File: src/rtl/lia_boxcar_avg.sv
// Boxcar averager for the lock-in output: sums 2^L valid samples, then emits
// the floor-rounded mean as a one-cycle strobe and starts the next window.
module lia_boxcar_avg #(
   parameter int DW     = 14,
   parameter int MAXLOG = 12
) (
   input  logic          dac_clk_i,
   input  logic          dac_rstn_i,
   input  logic          en_i,
   input  logic [3:0]    log2_len_i,
   input  logic [DW-1:0] lia_dat_i,
   input  logic          lia_vld_i,
   output logic [DW-1:0] avg_dat_o,
   output logic          avg_vld_o,
   output logic          busy_o
);

   localparam int AW = DW + MAXLOG;

   typedef enum logic {
      IDLE  = 1'b0,
      ACCUM = 1'b1
   } state_t;

   state_t                 state_q, state_d;
   logic signed [AW-1:0]   acc_q, acc_d;
   logic [MAXLOG-1:0]      cnt_q, cnt_d;
   logic [3:0]             len_q, len_d;
   logic [DW-1:0]          avg_q, avg_d;
   logic                   vld_q, vld_d;

   logic [3:0]             len_req;
   logic signed [AW-1:0]   sum;
   logic [MAXLOG-1:0]      last_cnt;

   // Requested window length, clamped so the accumulator can never wrap.
   always_comb begin
      len_req = (log2_len_i > 4'(MAXLOG)) ? 4'(MAXLOG) : log2_len_i;
   end

   always_comb begin
      sum      = acc_q + {{MAXLOG{lia_dat_i[DW-1]}}, lia_dat_i};
      last_cnt = ~({MAXLOG{1'b1}} << len_q);
   end

   always_comb begin
      state_d = state_q;
      acc_d   = acc_q;
      cnt_d   = cnt_q;
      len_d   = len_q;
      avg_d   = avg_q;
      vld_d   = 1'b0;
      case (state_q)
         IDLE: begin
            acc_d = '0;
            cnt_d = '0;
            if (en_i) begin
               state_d = ACCUM;
               len_d   = len_req;
            end
         end
         ACCUM: begin
            if (!en_i) begin
               state_d = IDLE;
               acc_d   = '0;
               cnt_d   = '0;
            end else if (lia_vld_i) begin
               if (cnt_q == last_cnt) begin
                  // Window closes on this sample; next window starts with no gap.
                  avg_d = DW'(sum >>> len_q);
                  vld_d = 1'b1;
                  acc_d = '0;
                  cnt_d = '0;
                  len_d = len_req;
               end else begin
                  acc_d = sum;
                  cnt_d = cnt_q + MAXLOG'(1);
               end
            end
         end
         default: state_d = IDLE;
      endcase
   end

   always_ff @(posedge dac_clk_i) begin
      if (!dac_rstn_i) begin
         state_q <= IDLE;
         acc_q   <= '0;
         cnt_q   <= '0;
         len_q   <= '0;
         avg_q   <= '0;
         vld_q   <= 1'b0;
      end else begin
         state_q <= state_d;
         acc_q   <= acc_d;
         cnt_q   <= cnt_d;
         len_q   <= len_d;
         avg_q   <= avg_d;
         vld_q   <= vld_d;
      end
   end

   assign avg_dat_o = avg_q;
   assign avg_vld_o = vld_q;
   assign busy_o    = (state_q == ACCUM);

endmodule

File: config.mk
export PLATFORM = sky130hd
export DESIGN_NAME = lia_boxcar_avg
export DESIGN_NICKNAME = d
export VERILOG_FILES = /design/src/rtl/lia_boxcar_avg.sv
export SDC_FILE = /design/constraint.sdc
export NUM_CORES = 1
export LEC_CHECK = 0
export ABC_AREA = 1
export BUFFER_PORTS_ARGS = -buffer_cell sky130_fd_sc_hd__buf_2
export CORE_ASPECT_RATIO = 1.1
export CORE_MARGIN = 1
export CORE_UTILIZATION = 50
export CTS_BUF_LIST = sky130_fd_sc_hd__clkbuf_4
export CTS_CLUSTER_DIAMETER = 80
export DETAILED_ROUTE_END_ITERATION = 12
export PLACE_DENSITY_LB_ADDON = 0.25
export SKIP_CTS_REPAIR_TIMING = 1
export SLEW_MARGIN = 20
export SYNTH_ARGS = -nofsm -noshare
export SYNTH_HDL_FRONTEND = slang
export SYNTH_SLANG_ARGS = --single-unit
File: constraint.sdc
create_clock -name dac_clk_i -period 2.3 [get_ports dac_clk_i]
set_input_delay 0.115 -clock dac_clk_i [delete_from_list [all_inputs] [get_ports dac_clk_i]]
set_output_delay 0.115 -clock dac_clk_i [all_outputs]
set_load 0.05 [all_outputs]
==> run summary <==
status: finished with violations
failing checks: negative hold slack, negative setup slack
IO Port Bufs: 37
Clock Path Buffers: 2
cell occurring most often along the worst timing path: nand3_2
total power divided by cell area: 385 nW/um^2
path class of the lowest-slack min-delay path: in -> reg
f_max: 0.428 GHz
max-capacitance violation count: 0
Pre-Repair DR Iteration Count: 5
number of warnings printed during yosys synthesis: 0
clk slew on worst S/H paths: 0.12 ns
number of routed nets with antenna violations: 0
total wire length after detailed routing: 17000 um
average size of a mapped cell: 5.69 um^2
worst path required time: 2.66 ns
family with the most delay on the worst path: simple AND/OR/NAND/NOR gates
highest-delay cell along the critical path: fa_2
leading cell type in the layout, fill and taps excluded: nand2_1
worst-case vdd ir drop: 0.355 mV
Main synth FF type: dfxtp_1
clock root cell: clkbuf_4
Post-Synthesis Cells: 949
initial core utilization: 51.7%
net count of the mapped netlist: 998
Final WS setup: -0.0388 ns
Final Instance Area: 7110 um^2
post-synth design cell area: 5400 um^2
vias post-DR: 6350
Site Rows: 39
worst hold-check slack: -0.0401 ns
DIE HEIGHT: 111 um
Critical Path Max Stage Delay: 0.42 ns
Inserted Clock Buffers: 9
horizontal extent of the die: 101 um
count of routing violations after the opening detailed-route iteration: 566
CP cell instances: ha_4 -> fa_2 -> nand2_2 -> nand2_2 -> and2_4 -> nand3b_1 -> nand4_1 -> nand3_2 -> nand3_2 -> nand3_2 -> nand2_1 -> nor2_2 -> nor2_1
global-route wire length before repair: 25400 um
pin count of the biggest net entering global routing: 29
fill cell total of the finished layout: 957
initial antenna violation count: 0
RSZ-0062 raised after global routing: yes
DR vias/cell: 5.44
count of flip-flops with a built-in enable after synthesis: 0
sequential area share after synthesis: 21.5%
final critical delay including setup and external delays: 2.34 ns
# DRC: 0
Ant. Diodes: 0
Fin. Hold Viols: 3
actual transition at the worst max-transition pin: 0.892 ns
Die Outline Area: 11200 um^2
max_slew headroom: 40.5%
Design Power: 2.74 mW
cell area reported after detailed placement: 5920 um^2
fraction of registers with async set/reset: 0%
Setup crit end kind: register
CP bufs+invs: 0
total congestion overflow: 0
kind of launch point of the worst setup path: register
worst-case clock skew: 0.0203 ns
final net count: 1069
Layout Utilization: 68.1%
Routability Congestion: 0.933
top-level I/O count: 38
top fanout value on the critical path: 3
area inside the core boundary: 10400 um^2
type of the worst setup path: reg -> reg
Skew-Pair Late Insertion Delay: 0.47 ns
Data arrival, critical path: 2.70 ns
worst setup timing slack at the placement stage: -0.0271 ns
proportion of layout cells with a drive suffix above 1: 30.0%
WL/cell: 14.5 um
max-slew violation total from the final report: 0
overall global routing resource usage: 28.6%
leakage dissipation: 3.50 nW
# clock sinks: 58
Layout area overhead: 31.7%
post-synthesis sequential element count: 58
clock tree from TritonCTS: done
via count of the first global-routing pass: 5547
count of final setup violators: 4
commonest cells after routing, fill and taps aside: 279 x nand2_1, 126 x inv_1, 80 x nand3_1, 60 x nand3_2, 51 x a21oi_1
distinct cell type count of the synthesized netlist: 43
deepest level of the CTS H-tree: 3
portion of the clock cycle consumed by the worst path in the final layout: 102%
half-perimeter wire length after placement: 12000 um
[cell usage after synthesis (2+ instances only)]
library cell / count / area share (%)
nand3b_1: 3 / 0.42
or2_2: 2 / 0.23
xnor2_1: 2 / 0.32
a21oi_1: 52 / 4.8
inv_2: 3 / 0.21
dfxtp_1: 58 / 22
mux2i_1: 2 / 0.37
and2_1: 4 / 0.46
o21ai_1: 3 / 0.28
buf_6: 5 / 1.0
nor2_1: 70 / 4.9
nor3_1: 12 / 1.1
buf_1: 7 / 0.49
nand4_1: 13 / 1.5
nand3_1: 144 / 13
ha_1: 26 / 6.0
buf_2: 5 / 0.46
xor2_1: 18 / 2.9
nor4_1: 2 / 0.23
clkbuf_1: 8 / 0.56
o211ai_1: 5 / 0.70
o21ai_0: 21 / 1.9
inv_1: 129 / 9.0
a31oi_1: 2 / 0.23
o22ai_1: 2 / 0.23
nand2_1: 329 / 23
a211oi_1: 2 / 0.28
o21a_1: 2 / 0.28
buf_4: 4 / 0.56
[worst min-delay path: cells and delay by family]
kind                   cells  cell delay, ns
AO/OA/AOI/OAI              2            0.18
buffers and inverters      1            0.08
[report_power, final]
group	internal [mW]	leakage [nW]	total, mW	switching [mW]
clock network	0.336	0.0687	0.822	0.486
registers	1.02	0.477	1.04	0.0198
logic	0.324	2.96	0.877	0.553
[per-stage QoR]
step	hold slack (ns)	TNS, ns	cells
after CTS	-0.102	-0.654	1159
final	-0.0401	-0.109	1168
after floorplan	0.208	0	949
after global routing	0.0135	-1.11	1168
after global placement	0.374	-0.0457	1143
after detailed placement	0.389	-0.0497	1143
[layer usage]
layer	share of wire, %	up-vias	global-route usage, %
met5	0	-	0
met2	47	218	47.0
met4	3.5	0	10.6
met1	44	2907	38.0
li1	-	3176	-
met3	4.9	49	3.40
[cell type report]
| cell class | instances | area, um^2 | share of cell area (%) |
|---|---|---|---|
| clock buffers | 9 | 67.6 | 0.951 |
| clock inverters | 7 | 78.8 | 1.11 |
| inverters | 133 | 507 | 7.13 |
| multi-input cells | 729 | 4510 | 63.4 |
| flip-flops and latches | 58 | 1180 | 16.6 |
| well taps | 143 | 179 | 2.52 |
| repair buffers | 89 | 584 | 8.22 |
[logic make-up (layout without fill, tap and decap cells)]
family	Yosys count	count (layout)	synth area share, %
and+or+nand+nor	587	587	46.6
adders and majority gates	27	27	6.40
muxes	2	2	0.371
buffers and inverters	162	238	12.4
DFF	58	58	21.5
AOI/OAI and AO/OA	93	93	9.48
xor gates and xnor gates	20	20	3.25
[final timing paths]
path | startpoint | end | slack, ns | cells past startpoint
min | log2_len_i[3] | len_q[3]$_SDFFE_PN0P_ | -0.04 | 3
min reg2reg | acc_q[25]$_SDFFE_PN0P_ | acc_q[25]$_SDFFE_PN0P_ | 0.49 | 2
max | acc_q[0]$_SDFFE_PN0P_ | avg_dat_o[8]$_SDFFE_PN0P_ | -0.04 | 13
max reg2reg | acc_q[0]$_SDFFE_PN0P_ | avg_dat_o[8]$_SDFFE_PN0P_ | -0.04 | 13
[sequential cells by signal, summed over array words and instances (netlist names)]
signal     count
acc_q         26
len_q          4
busy_o         1
avg_dat_o     14
avg_vld_o      1
cnt_q         12
Power figures use the tool's default switching activity.
